--- config.mk ---
export PLATFORM = sky130hd
export DESIGN_NAME = tone_sequencer_flat
export DESIGN_NICKNAME = d
export VERILOG_FILES = /design/src/rtl/tone_sequencer_if.sv /design/src/rtl/tone_sequencer.sv /design/src/flat_wrapper.sv
export SDC_FILE = /design/constraint.sdc
export NUM_CORES = 1
export LEC_CHECK = 0
export CAP_MARGIN = 20
export CORE_ASPECT_RATIO = 1.2
export CORE_MARGIN = 1
export CORE_UTILIZATION = 35
export CTS_BUF_LIST = sky130_fd_sc_hd__clkbuf_8 sky130_fd_sc_hd__clkbuf_16
export DETAILED_ROUTE_END_ITERATION = 16
export PLACE_DENSITY = 0.65
export SLEW_MARGIN = 20
export SYNTH_ARGS = -nofsm -noshare
export SYNTH_HDL_FRONTEND = slang
export SYNTH_SLANG_ARGS = --single-unit
export TNS_END_PERCENT = 10
--- constraint.sdc ---
create_clock -name CLK -period 7.6 [get_ports CLK]
set_input_delay 2.28 -clock CLK [delete_from_list [all_inputs] [get_ports CLK]]
set_output_delay 2.28 -clock CLK [all_outputs]
set_load 0.01 [all_outputs]
--- src/rtl/tone_sequencer_if.sv ---
// Song ROM bus between the sequencer (master) and an external ROM (slave).
// The ROM returns {note[7:4], dur[3:0]} in the same cycle as the address.
interface tone_sequencer_if #(
    parameter int unsigned ADDR_W = 6
);
    logic [ADDR_W-1:0] rom_addr;
    logic [7:0]        rom_data;

    modport master (
        output rom_addr,
        input  rom_data
    );

    modport slave (
        input  rom_addr,
        output rom_data
    );
endinterface

--- src/rtl/tone_sequencer.sv ---
// tone_sequencer: note selection, square-wave tone generation, ROM-driven
// autoplay and interactive lesson sequencing for an N_KEYS keyboard.
module tone_sequencer #(
    parameter int unsigned             N_KEYS       = 8,
    parameter int unsigned             DIV_W        = 18,
    parameter logic [N_KEYS*DIV_W-1:0] HALF_PERIODS = {
        18'd95602,  18'd101215, 18'd113636, 18'd127551,
        18'd143266, 18'd151685, 18'd170262, 18'd191110},
    parameter int unsigned             BEAT_DIV     = 25_000_000,
    parameter int unsigned             ADDR_W       = 6
) (
    input  logic              CLK,
    input  logic              RESET,
    input  logic [1:0]        mode_sel,
    input  logic              mode_load,
    input  logic [N_KEYS-1:0] keys,
    tone_sequencer_if.master  rom_bus,
    output logic              tone,
    output logic [3:0]        note,
    output logic [3:0]        expect_note,
    output logic [N_KEYS-1:0] led,
    output logic              busy,
    output logic              done,
    output logic [7:0]        err_count
);

    localparam int unsigned BEAT_W = (BEAT_DIV > 1) ? $clog2(BEAT_DIV) : 1;

    typedef enum logic [1:0] {
        MODE_FREE   = 2'd0,
        MODE_AUTO   = 2'd1,
        MODE_LESSON = 2'd2
    } mode_t;

    typedef enum logic [1:0] {
        A_FETCH,
        A_PLAY,
        A_DONE
    } auto_state_t;

    typedef enum logic [1:0] {
        L_FETCH,
        L_WAIT,
        L_RELEASE,
        L_DONE
    } les_state_t;

    // state and datapath registers
    mode_t              r_mode;
    auto_state_t        r_auto_st;
    les_state_t         r_les_st;
    logic [3:0]         r_note;
    logic [ADDR_W-1:0]  r_rom_addr;
    logic [3:0]         r_remain;
    logic [3:0]         r_expect;
    logic [7:0]         r_err;
    logic               r_correct;
    logic [BEAT_W-1:0]  r_beat;
    logic [DIV_W-1:0]   r_div;
    logic               r_tone;

    // next-state values
    mode_t              w_mode_nxt;
    auto_state_t        w_auto_nxt;
    les_state_t         w_les_nxt;
    logic [3:0]         w_note_nxt;
    logic [ADDR_W-1:0]  w_addr_nxt;
    logic [3:0]         w_remain_nxt;
    logic [3:0]         w_expect_nxt;
    logic [7:0]         w_err_nxt;
    logic               w_correct_nxt;

    // decoded helpers
    logic               w_tick;
    logic [3:0]         w_code;
    logic [3:0]         w_dur;
    logic [3:0]         w_lowest;
    logic [N_KEYS-1:0]  w_note_mask;
    logic [N_KEYS-1:0]  w_expect_mask;
    logic [DIV_W-1:0]   w_half;
    logic               w_key_ok;

    assign w_code   = rom_bus.rom_data[7:4];
    assign w_dur    = rom_bus.rom_data[3:0];
    assign w_tick   = (r_beat == BEAT_W'(BEAT_DIV - 1));
    assign w_key_ok = (keys == w_expect_mask) && (w_expect_mask != '0);

    assign rom_bus.rom_addr = r_rom_addr;
    assign tone             = r_tone;
    assign note             = r_note;
    assign err_count        = r_err;

    // Per-key decode: one-hot masks for note/expect, half-period lookup and
    // lowest pressed key. Codes above N_KEYS have no table entry and stay silent.
    always_comb begin
        w_note_mask   = '0;
        w_expect_mask = '0;
        w_half        = '0;
        w_lowest      = '0;
        for (int unsigned k = 0; k < N_KEYS; k++) begin
            w_note_mask[k]   = (r_note == 4'(k + 1));
            w_expect_mask[k] = (r_expect == 4'(k + 1));
            if (r_note == 4'(k + 1)) begin
                w_half = HALF_PERIODS[k*DIV_W +: DIV_W];
            end
            if (keys[k] && (w_lowest == '0)) begin
                w_lowest = 4'(k + 1);
            end
        end
    end

    // Free-running beat counter; only RESET clears it.
    always_ff @(posedge CLK or posedge RESET) begin
        if (RESET) begin
            r_beat <= '0;
        end else if (w_tick) begin
            r_beat <= '0;
        end else begin
            r_beat <= r_beat + BEAT_W'(1);
        end
    end

    // Square-wave divider; restarts low whenever the note changes or is silent.
    always_ff @(posedge CLK or posedge RESET) begin
        if (RESET) begin
            r_div  <= '0;
            r_tone <= 1'b0;
        end else if (mode_load || (w_note_nxt != r_note) || (r_note == '0) || (w_half == '0)) begin
            r_div  <= '0;
            r_tone <= 1'b0;
        end else if (r_div == w_half - DIV_W'(1)) begin
            r_div  <= '0;
            r_tone <= ~r_tone;
        end else begin
            r_div  <= r_div + DIV_W'(1);
        end
    end

    // Mode register update on mode_load; selector value 3 aliases FREE.
    always_comb begin
        w_mode_nxt = r_mode;
        if (mode_load) begin
            case (mode_sel)
                2'd1:    w_mode_nxt = MODE_AUTO;
                2'd2:    w_mode_nxt = MODE_LESSON;
                default: w_mode_nxt = MODE_FREE;
            endcase
        end
    end

    // State register for mode, both sequencer FSMs and their datapath.
    always_ff @(posedge CLK or posedge RESET) begin
        if (RESET) begin
            r_mode     <= MODE_FREE;
            r_auto_st  <= A_FETCH;
            r_les_st   <= L_FETCH;
            r_note     <= '0;
            r_rom_addr <= '0;
            r_remain   <= '0;
            r_expect   <= '0;
            r_err      <= '0;
            r_correct  <= 1'b0;
        end else begin
            r_mode     <= w_mode_nxt;
            r_auto_st  <= w_auto_nxt;
            r_les_st   <= w_les_nxt;
            r_note     <= w_note_nxt;
            r_rom_addr <= w_addr_nxt;
            r_remain   <= w_remain_nxt;
            r_expect   <= w_expect_nxt;
            r_err      <= w_err_nxt;
            r_correct  <= w_correct_nxt;
        end
    end

    // Next-state logic; mode_load takes priority over every FSM event.
    always_comb begin
        w_auto_nxt    = r_auto_st;
        w_les_nxt     = r_les_st;
        w_note_nxt    = r_note;
        w_addr_nxt    = r_rom_addr;
        w_remain_nxt  = r_remain;
        w_expect_nxt  = r_expect;
        w_err_nxt     = r_err;
        w_correct_nxt = r_correct;
        if (mode_load) begin
            w_auto_nxt    = A_FETCH;
            w_les_nxt     = L_FETCH;
            w_note_nxt    = '0;
            w_addr_nxt    = '0;
            w_expect_nxt  = '0;
            w_err_nxt     = '0;
            w_correct_nxt = 1'b0;
        end else begin
            case (r_mode)
                MODE_AUTO: begin
                    case (r_auto_st)
                        A_FETCH: begin
                            if (w_code == 4'hF) begin
                                w_note_nxt = '0;
                                w_auto_nxt = A_DONE;
                            end else begin
                                w_note_nxt   = w_code;
                                w_remain_nxt = (w_dur == '0) ? 4'd1 : w_dur;
                                w_auto_nxt   = A_PLAY;
                            end
                        end
                        A_PLAY: begin
                            if (w_tick) begin
                                if (r_remain <= 4'd1) begin
                                    w_addr_nxt = r_rom_addr + ADDR_W'(1);
                                    w_auto_nxt = A_FETCH;
                                end else begin
                                    w_remain_nxt = r_remain - 4'd1;
                                end
                            end
                        end
                        A_DONE:  w_note_nxt = '0;
                        default: w_auto_nxt = A_FETCH;
                    endcase
                end
                MODE_LESSON: begin
                    case (r_les_st)
                        L_FETCH: begin
                            if (w_code == 4'h0) begin
                                w_addr_nxt = r_rom_addr + ADDR_W'(1);
                            end else if (w_code == 4'hF) begin
                                w_note_nxt = '0;
                                w_les_nxt  = L_DONE;
                            end else begin
                                w_expect_nxt = w_code;
                                w_les_nxt    = L_WAIT;
                            end
                        end
                        L_WAIT: begin
                            if (keys != '0) begin
                                w_les_nxt = L_RELEASE;
                                if (w_key_ok) begin
                                    w_note_nxt    = r_expect;
                                    w_correct_nxt = 1'b1;
                                end else begin
                                    w_note_nxt    = w_lowest;
                                    w_correct_nxt = 1'b0;
                                    if (r_err != 8'hFF) begin
                                        w_err_nxt = r_err + 8'd1;
                                    end
                                end
                            end
                        end
                        L_RELEASE: begin
                            if (keys == '0) begin
                                w_note_nxt = '0;
                                if (r_correct) begin
                                    w_addr_nxt = r_rom_addr + ADDR_W'(1);
                                    w_les_nxt  = L_FETCH;
                                end else begin
                                    w_les_nxt  = L_WAIT;
                                end
                            end
                        end
                        default: w_note_nxt = '0;
                    endcase
                end
                default: w_note_nxt = w_lowest;
            endcase
        end
    end

    // Output decode of mode and FSM state.
    always_comb begin
        led         = '0;
        busy        = 1'b0;
        done        = 1'b0;
        expect_note = '0;
        case (r_mode)
            MODE_AUTO: begin
                busy = (r_auto_st != A_DONE);
                done = (r_auto_st == A_DONE);
                led  = w_note_mask;
            end
            MODE_LESSON: begin
                busy = (r_les_st != L_DONE);
                done = (r_les_st == L_DONE);
                if (r_les_st != L_DONE) begin
                    expect_note = r_expect;
                    led         = w_expect_mask;
                end
            end
            default: led = keys;
        endcase
    end

endmodule

--- src/flat_wrapper.sv ---
// flat-port wrapper written by rule: the top's interface ports become plain ports
module tone_sequencer_flat 
#(
    parameter int unsigned             N_KEYS       = 8,
    parameter int unsigned             DIV_W        = 18,
    parameter logic [N_KEYS*DIV_W-1:0] HALF_PERIODS = {
        18'd95602,  18'd101215, 18'd113636, 18'd127551,
        18'd143266, 18'd151685, 18'd170262, 18'd191110},
    parameter int unsigned             BEAT_DIV     = 25_000_000,
    parameter int unsigned             ADDR_W       = 6
)
  (CLK, RESET, mode_sel, mode_load, keys, tone, note, expect_note, led, busy, done, err_count, rom_bus_rom_addr, rom_bus_rom_data);
  tone_sequencer_if #(.ADDR_W(ADDR_W)) rom_bus_i ();
  input  logic CLK;
  input  logic RESET;
  input  logic [1:0] mode_sel;
  input  logic mode_load;
  input  logic [N_KEYS-1:0] keys;
  output logic tone;
  output logic [3:0] note;
  output logic [3:0] expect_note;
  output logic [N_KEYS-1:0] led;
  output logic busy;
  output logic done;
  output logic [7:0] err_count;
  output wire logic [$bits(rom_bus_i.rom_addr)-1:0] rom_bus_rom_addr;
  input wire logic [$bits(rom_bus_i.rom_data)-1:0] rom_bus_rom_data;
  assign rom_bus_rom_addr = rom_bus_i.rom_addr;
  assign rom_bus_i.rom_data = rom_bus_rom_data;
  tone_sequencer #(.N_KEYS(N_KEYS), .DIV_W(DIV_W), .HALF_PERIODS(HALF_PERIODS), .BEAT_DIV(BEAT_DIV), .ADDR_W(ADDR_W)) u_core (.CLK(CLK), .RESET(RESET), .mode_sel(mode_sel), .mode_load(mode_load), .keys(keys), .rom_bus(rom_bus_i), .tone(tone), .note(note), .expect_note(expect_note), .led(led), .busy(busy), .done(done), .err_count(err_count));
endmodule
==> results of run 1 <==
kinds of logic after synthesis:
| family | count (synthesis) | share of synthesized area |
|---|---|---|
| adder cells (fa/ha/maj) | 14 | 0.0303 |
| AND/OR/NAND/NOR | 312 | 0.308 |
| flip-flops | 77 | 0.338 |
| buffers and inverters | 70 | 0.0518 |
| XOR/XNOR | 53 | 0.0814 |
| AO/OA/AOI/OAI | 150 | 0.176 |
| multiplexers | 8 | 0.0149 |
flip-flops by register name, summed over array words and instances (netlist names), 4 cells and up:
register and cells:
u_core.r_expect 4, u_core.r_beat 25, u_core.r_remain 4, u_core.r_div 18
u_core.err_count 8, u_core.rom_bus.rom_addr 6, u_core.note 4
layout by cell type, fill, tap and decap left out, types with 19 or more instances in the layout:
cell and count:
nor3_1 20, nand2_1 45, nand3_1 45, a21oi_1 40, nor2b_1 19, o21ai_0 29, xnor2_1 20, clkdlybuf4s50_1 53
inv_1 23, nor2_1 73, dfrtp_1 77, xor2_1 33
layer usage:
layer  routed length [µm]  up-vias
li1                     -     2541
met1                 6390     2434
met2                 6540      142
met3                  635       26
met4                  311        0
met5                    0        -
area by class of cell:
class	instances	area share
Clock buffer	10	0.0357
Sequential cell	77	0.288
Clock inverter	6	0.0140
Multi-Input combinational cell	537	0.521
Tap cell	208	0.0389
Inverter	25	0.0142
Timing Repair Buffer	60	0.0878
metrics by stage:
| step | hold WS (ns) | cells | cell area [µm²] |
|---|---|---|---|
| 2_1_floorplan | 0.446 | 684 | 5710 |
| 3_3_place_gp | 0.466 | 907 | 6350 |
| 3_5_place_dp | 0.466 | 907 | 6350 |
| 4_1_cts | 0.479 | 923 | 6680 |
| 5_1_grt | 0.498 | 923 | 6690 |
| 6_report | 0.476 | 923 | 6690 |
synthesized netlist by cell type, types with 15 or more instances:
cell type  number  area share
nand2_1        45       0.030
nand3_1        45       0.039
xor2_1         33       0.051
dfrtp_1        77        0.34
clkbuf_1       27       0.018
xnor2_1        20       0.031
a21oi_1        40       0.035
inv_1          24       0.016
nor2_1         73       0.048
nor2b_1        19       0.021
o21ai_0        29       0.025
nand4_1        15       0.016
nor3_1         20       0.018
worst max-delay path: stages:
cell             delay [ns]
clkdlybuf4s50_1        0.69
nand2_1                0.10
o21ai_0                0.16
clkdlybuf4s50_1        0.59
path summary, 6_finish.rpt:
kind | startpoint | end | slack (ns) | cells past startpoint
min in group asynchronous | RESET | u_core.r_beat[11]$_DFF_PP0_ | 2.45 | 3
worst max-delay path | keys[2] | led[2] | 1.51 | 4
worst max register to register | u_core.note[2]$_DFF_PP0_ | u_core.tone$_DFFE_PP0P_ | 3.96 | 13
max in group asynchronous | RESET | u_core.r_expect[2]$_DFFE_PP0P_ | 4.68 | 3
worst min-delay path | u_core.r_beat[4]$_DFF_PP0_ | u_core.r_beat[4]$_DFF_PP0_ | 0.48 | 1
worst min register to register | u_core.r_beat[4]$_DFF_PP0_ | u_core.r_beat[4]$_DFF_PP0_ | 0.48 | 1
where the power goes:
part	total (mW)	switching (mW)	internal (mW)
combinational	0.353	0.212	0.141
sequential	0.450	0.0211	0.429
clock	0.477	0.179	0.299
total	1.28	0.412	0.869
==> impl_metrics.toml, run 1 <==
[logic_synthesis]
syn_area_um2 = 5710
yosys_warnings = 0
syn_inst = 684
synth_area_per_cell_um2 = 8.34
syn_nets = 718
yosysUniqueCellTypes = 75
async_reset_ff_frac = 1.00
ys_ff_latch = 77
seq_area_frac_synth = 0.338
synth_edf_count = 0
synth_flop_cell = "dfrtp_1"

[status]
status = "completed"

[timing]
fin_skew_ns = 0.00770
worst_slack_ns = 1.51
rsz0062_at_grt = "false"
max_freq_mhz = 164
slew_headroom = 0.343
finalHoldViolations = 0
setup_tns_ns = 0
setup_viol = 0
worst_slew_pin_slew_ns = 0.978
slew_viol_final = 0
period_share = 0.801
fin_crit_ns = 6.09

[global_routing]
grt_pass1_wl_um = 23700
grt-busiest-layer = "met2"
grt_pass1_vias = 4758
grt_max_degree = 78
antenna_found_initial = 0
grtUsageMet1 = 0.227
met2_usage = 0.275
grt.overflow.total = 0
grt_usage = 0.174
grt_util_met3 = 0.0410

[route]
wl_per_cell_um = 15.0
drc_errors = 0
vias = 5143
drt_first_pass_iters = 5
drt_iter0_markers = 448
drt-total-wl_um = 13900
vias_per_cell = 5.57
drtAntennaViolNets = 0

[placed_design]
dp_slack_ns = 1.53
dp_hpwl_um = 9760
gp_congestion = 0.907
portBuffers = 53

[power_and_ir_drop]
total_leakage_power_nw = 2.70
p_per_area_nw_per_um2 = 192
finalPower_mw = 1.28
peakVddDrop_v = 0.000145

[clocking]
post_cts_resized = 0
clk_latency_ns = 0.35
cts_tree = "yes"
clock_sinks = 77
cts_buffer_depth = 2
htreeDepth = 3
clkSlewWorstSetupHoldPaths_ns = 0.06
post-cts-setup-buffer-count = 0
postCtsHoldBufs = 0
numCtsBuffers = 9
cts_root_buf = "clkbuf_16"

[final_layout]
multi_input_area_um2 = 3480
antennaDiodeCount = 0
drive_above_1_share = 0.0699
synthToLayoutAreaGrowth_pct = 17.2
regArea_um2 = 1930
fill_cells = 1602
post-route-util = 0.424
fin_nets = 744

[floorplanning]
die_area_um2 = 16800
rows = 50
die-width_um = 119
io_pins = 54
die_y_um = 142
coreArea_um2 = 15800
start_util = 0.362

[worst_setup_path]
worstPathMaxFanout = 10
worstSetupStartpointType = "input port"
crit_path_end_kind = "output pin"
path_class = "in -> out"
worstPathRequired_ns = 5.32
crit_arrival_ns = 3.81

[hold_path]
hp-class = "reg -> reg"

[job]
maxCapViolCount = 0
No activity file was read; power rests on OpenSTA's default activity.
==> run 2, diff against run 1 <==
--- a/config.mk
+++ b/config.mk
@@ -11,7 +11,7 @@
 export CORE_UTILIZATION = 35
 export CTS_BUF_LIST = sky130_fd_sc_hd__clkbuf_8 sky130_fd_sc_hd__clkbuf_16
 export DETAILED_ROUTE_END_ITERATION = 16
-export PLACE_DENSITY = 0.65
+export PLACE_DENSITY = 0.67
 export SLEW_MARGIN = 20
 export SYNTH_ARGS = -nofsm -noshare
 export SYNTH_HDL_FRONTEND = slang
==> constraint.sdc (replaced) <==
create_clock -name CLK -period 5.3 [get_ports CLK]
set_input_delay 1.59 -clock CLK [delete_from_list [all_inputs] [get_ports CLK]]
set_output_delay 1.59 -clock CLK [all_outputs]
set_load 0.01 [all_outputs]
==> run 2 against run 1 <==
Compared with the run above: first-iteration DRC count increased by 29%; design area down 0.69%; highest routed layer unchanged; total power is 34% higher; global-route usage fell by 0.093 points; largest power group is now registers.
==> impl_metrics.toml, run 2 (synthesis results as in run 1) <==
[global_routing]
grt_pass1_wl_um = 23700
grt_pass1_vias = 4851
grt_usage = 0.173
grt.overflow.total = 0
grt_max_degree = 54
antenna_found_initial = 0

[worst_setup_path]
worstPathRequired_ns = 3.71
r2r_end = "u_core.r_div[17]$_DFF_PP0_"
max_stage_delay_ns = 0.68
crit_path_end_kind = "output pin"
cp_slowest_cell = "clkdlybuf4s50_1"
worstSetupStartpointType = "input port"
crit_arrival_ns = 3.09
worstPathMaxFanout = 10
path_buf_inv = 2
cp_common_cell = "clkdlybuf4s50_1"
cp_top_family = "buffers and inverters"
reg2reg_depth = 12
r2r-start = "u_core.note[1]$_DFF_PP0_"
rrSetupSlack_ns = 1.19
path_class = "in -> out"
path_cells = "clkdlybuf4s50_1 -> nand2_1 -> o21ai_0 -> clkdlybuf4s50_1"

[route]
drt-total-wl_um = 14100
drc_errors = 0
drt_iter0_markers = 577
drtAntennaViolNets = 0
wl_per_cell_um = 15.2
drt_first_pass_iters = 5
vias_per_cell = 5.58
vias = 5167

[timing]
setup_tns_ns = 0
fin_crit_ns = 4.68
rsz0062_at_grt = "false"
max_freq_mhz = 214
period_share = 0.883
slew_viol_final = 0
worst_slew_pin_slew_ns = 0.989
slew_headroom = 0.341
whs_ns = 0.486
worst_slack_ns = 0.618
fin_skew_ns = 0.00751
setup_viol = 0
finalHoldViolations = 0

[floorplanning]
die_area_um2 = 16800
start_util = 0.362
die_y_um = 142
die-width_um = 119
io_pins = 54
rows = 50
coreArea_um2 = 15800

[final_layout]
final_area_um2 = 6640
fin_nets = 747
drive_above_1_share = 0.0724
synthToLayoutAreaGrowth_pct = 16.4
top_register = "u_core.r_beat"
antennaDiodeCount = 0
final_common_cell = "dfrtp_1"
final_cell_mix = "dfrtp_1 (77), nor2_1 (73), clkdlybuf4s50_1 (53)"
largest_reg_flops = 25

[placed_design]
portBuffers = 53
dp_slack_ns = 0.617
dp_hpwl_um = 9970
place_area_um2 = 6370
gp_congestion = 0.882

[clocking]
post-cts-setup-buffer-count = 0
clkSlewWorstSetupHoldPaths_ns = 0.06
postCtsHoldBufs = 0
post_cts_resized = 0
clock_sinks = 77
cts_buffer_depth = 2
cts_root_buf = "clkbuf_16"
htreeDepth = 3
numCtsBuffers = 9
cts_tree = "yes"
clk_latency_ns = 0.35

[hold_path]
min_to = "u_core.r_beat[4]$_DFF_PP0_"
min_delay_path_depth = 1
hp-class = "reg -> reg"
min-delay-start = "u_core.r_beat[4]$_DFF_PP0_"

[power_and_ir_drop]
p_per_area_nw_per_um2 = 259
peakVddDrop_v = 0.000202
total_leakage_power_nw = 2.69

[job]
maxCapViolCount = 0

[status]
status = "completed"
## run 2: stage by stage
stage | utilization | cells | power [mW]
after floorplan | - | 684 | 1.02
after global placement | 0.404 | 910 | 1.16
after detailed placement | 0.404 | 910 | 1.16
after CTS | 0.421 | 926 | 1.74
after global routing | 0.421 | 926 | 1.82
final | 0.421 | 926 | 1.72
## run 2: worst max-delay path by stage
stage	startpoint	endpoint	slack, ns	depth (start not counted)
finish	keys[2]	led[2]	0.62	4
global route	keys[0]	led[0]	0.53	4
CTS	keys[2]	led[2]	0.61	4
detailed placement	keys[2]	led[2]	0.62	4
global placement	keys[2]	led[2]	0.62	4
floorplan	keys[0]	led[0]	1.58	3
## run 2: cell type report
type                    count  area, µm²
clock buffers               9        225
clock inverters             7       42.5
fillers                  1599       9130
inverters                  25       95.1
multi-input cells         537       3480
flip-flops and latches     77       1930
well taps                 208        260
repair buffers             63        606
## run 2: where the power goes
group          internal, mW  switching [mW]
Clock                 0.314           0.249
Combinational         0.202           0.295
Sequential            0.615          0.0423
Total                  1.13           0.587
## run 2: metal layers
metal	part of all wire	vias to the layer above	track usage	wire length (µm)
met5	0	-	0	0
met3	0.043	27	0.0330	602
met4	0.024	0	0.0759	344
met1	0.46	2448	0.227	6550
li1	-	2542	-	-
met2	0.47	150	0.276	6610
==> run 3, diff against run 2 <==
--- a/config.mk
+++ b/config.mk
@@ -9,9 +9,9 @@
 export CORE_ASPECT_RATIO = 1.2
 export CORE_MARGIN = 1
 export CORE_UTILIZATION = 35
-export CTS_BUF_LIST = sky130_fd_sc_hd__clkbuf_8 sky130_fd_sc_hd__clkbuf_16
+export CTS_BUF_LIST = sky130_fd_sc_hd__clkbuf_2 sky130_fd_sc_hd__clkbuf_4 sky130_fd_sc_hd__clkbuf_8
 export DETAILED_ROUTE_END_ITERATION = 16
-export PLACE_DENSITY = 0.67
+export PLACE_DENSITY = 0.58
 export SLEW_MARGIN = 20
 export SYNTH_ARGS = -nofsm -noshare
 export SYNTH_HDL_FRONTEND = slang
==> run 3 against run 2 <==
Compared with the run above: combinational power up 1%; sequential share of layout area up 0.20 points; total power down 1.9%; critical endpoint is now led[0]; utilization down 0.29 points; design area down 0.68%; sequential power up 0.9%; clock skew up 0.0068 ns; clock power down 8.0%; final cell count down 0.11%; non-clock buffer count down 1; highest routed layer unchanged; global-route usage up 1.4 points.
==> impl_metrics.toml, run 3 (synthesis results as in run 1) <==
[status]
status = "completed"

[timing]
fin_skew_ns = 0.0143
setup_tns_ns = 0
worst_slew_pin_slew_ns = 1.01
max_freq_mhz = 215
period_share = 0.880
finalHoldViolations = 0
rsz0062_at_grt = "false"
slew_headroom = 0.327
whs_ns = 0.483
fin_crit_ns = 4.66
slew_viol_final = 0
setup_viol = 0
worst_slack_ns = 0.638

[floorplanning]
start_util = 0.362
rows = 50
die_area_um2 = 16800
die-width_um = 119
die_y_um = 142
io_pins = 54
coreArea_um2 = 15800

[route]
drt-total-wl_um = 15500
wl_per_cell_um = 16.7
vias = 5246
drt_iter0_markers = 394
drtAntennaViolNets = 0
drt_first_pass_iters = 7
drc_errors = 0
vias_per_cell = 5.67

[clocking]
post-cts-setup-buffer-count = 0
clkSlewWorstSetupHoldPaths_ns = 0.09
cts_root_buf = "clkbuf_8"
post_cts_resized = 0
clock_sinks = 77
postCtsHoldBufs = 0
htreeDepth = 3
cts_tree = "yes"
clk_latency_ns = 0.37
numCtsBuffers = 9
cts_buffer_depth = 2

[final_layout]
drive_above_1_share = 0.0725
final_common_cell = "dfrtp_1"
synthToLayoutAreaGrowth_pct = 15.6
top_register = "u_core.r_beat"
fin_nets = 746
antennaDiodeCount = 0
final_cell_mix = "dfrtp_1 (77), nor2_1 (73), clkdlybuf4s50_1 (53)"
fin_cells = 925
largest_reg_flops = 25
fill_cells = 1600

[placed_design]
dp_slack_ns = 0.636
gp_congestion = 0.891
dp_hpwl_um = 11400
portBuffers = 53
dp_cells = 909

[global_routing]
grtUsageMet1 = 0.230
grt_util_met3 = 0.0338
antenna_found_initial = 0
grt_pass1_vias = 5072
grt.overflow.total = 0
grt_pass1_wl_um = 25400
grt_usage = 0.187
grt_max_degree = 64
grt-busiest-layer = "met2"
met2_usage = 0.315

[power_and_ir_drop]
p_per_area_nw_per_um2 = 256
finalPower_mw = 1.69
peakVddDrop_v = 0.000226
total_leakage_power_nw = 2.67

[job]
maxCapViolCount = 0

[hold_path]
hp-class = "reg -> reg"

[worst_setup_path]
worstSetupStartpointType = "input port"
worstPathMaxFanout = 10
worstPathRequired_ns = 3.71
crit_arrival_ns = 3.07
path_class = "in -> out"
crit_path_end_kind = "output pin"
[run 3: per-stage QoR]
| step | utilization | instance area [µm²] |
|---|---|---|
| after global routing | 0.418 | 6590 |
| after CTS | 0.418 | 6590 |
| after detailed placement | 0.404 | 6360 |
| after floorplan | - | 5710 |
| final | 0.418 | 6590 |
| after global placement | 0.404 | 6360 |
[run 3: final cells by class]
class                   instances  area, µm²  share of cell area
multi-input cells             537       3480               0.528
flip-flops and latches         77       1930               0.292
repair buffers                 62        598              0.0907
well taps                     208        260              0.0395
clock buffers                  10        138              0.0209
clock inverters                 6       93.8              0.0142
inverters                      25       93.8              0.0142
[run 3: final timing paths]
check                                      startpoint                                     end  slack [ns]  depth (start not counted)
min reg2reg                u_core.r_beat[4]$_DFF_PP0_              u_core.r_beat[4]$_DFF_PP0_        0.48                          1
max                                           keys[0]                                  led[0]        0.64                          4
min                        u_core.r_beat[4]$_DFF_PP0_              u_core.r_beat[4]$_DFF_PP0_        0.48                          1
min in group asynchronous                       RESET              u_core.r_beat[1]$_DFF_PP0_        1.48                          2
max in group asynchronous                       RESET  u_core.rom_bus.rom_addr[2]$_DFFE_PP0P_        2.69                          3
max reg2reg                  u_core.note[1]$_DFF_PP0_                 u_core.tone$_DFFE_PP0P_        1.27                         11
[run 3: critical path: stages]
cell	delay [ns]
clkdlybuf4s50_1	0.67
nor2b_1	0.11
a21oi_1	0.14
clkdlybuf4s50_1	0.55
[run 3: where the power goes]
part | switching [mW] | internal (mW)
logic | 0.301 | 0.203
registers | 0.0495 | 0.614
clock network | 0.236 | 0.283
total | 0.586 | 1.10
[run 3: routing by layer]
metal / up-vias / part of all wire
met5: - / 0
met3: 38 / 0.051
met4: 0 / 0.031
met2: 168 / 0.50
met1: 2512 / 0.42
li1: 2528 / -
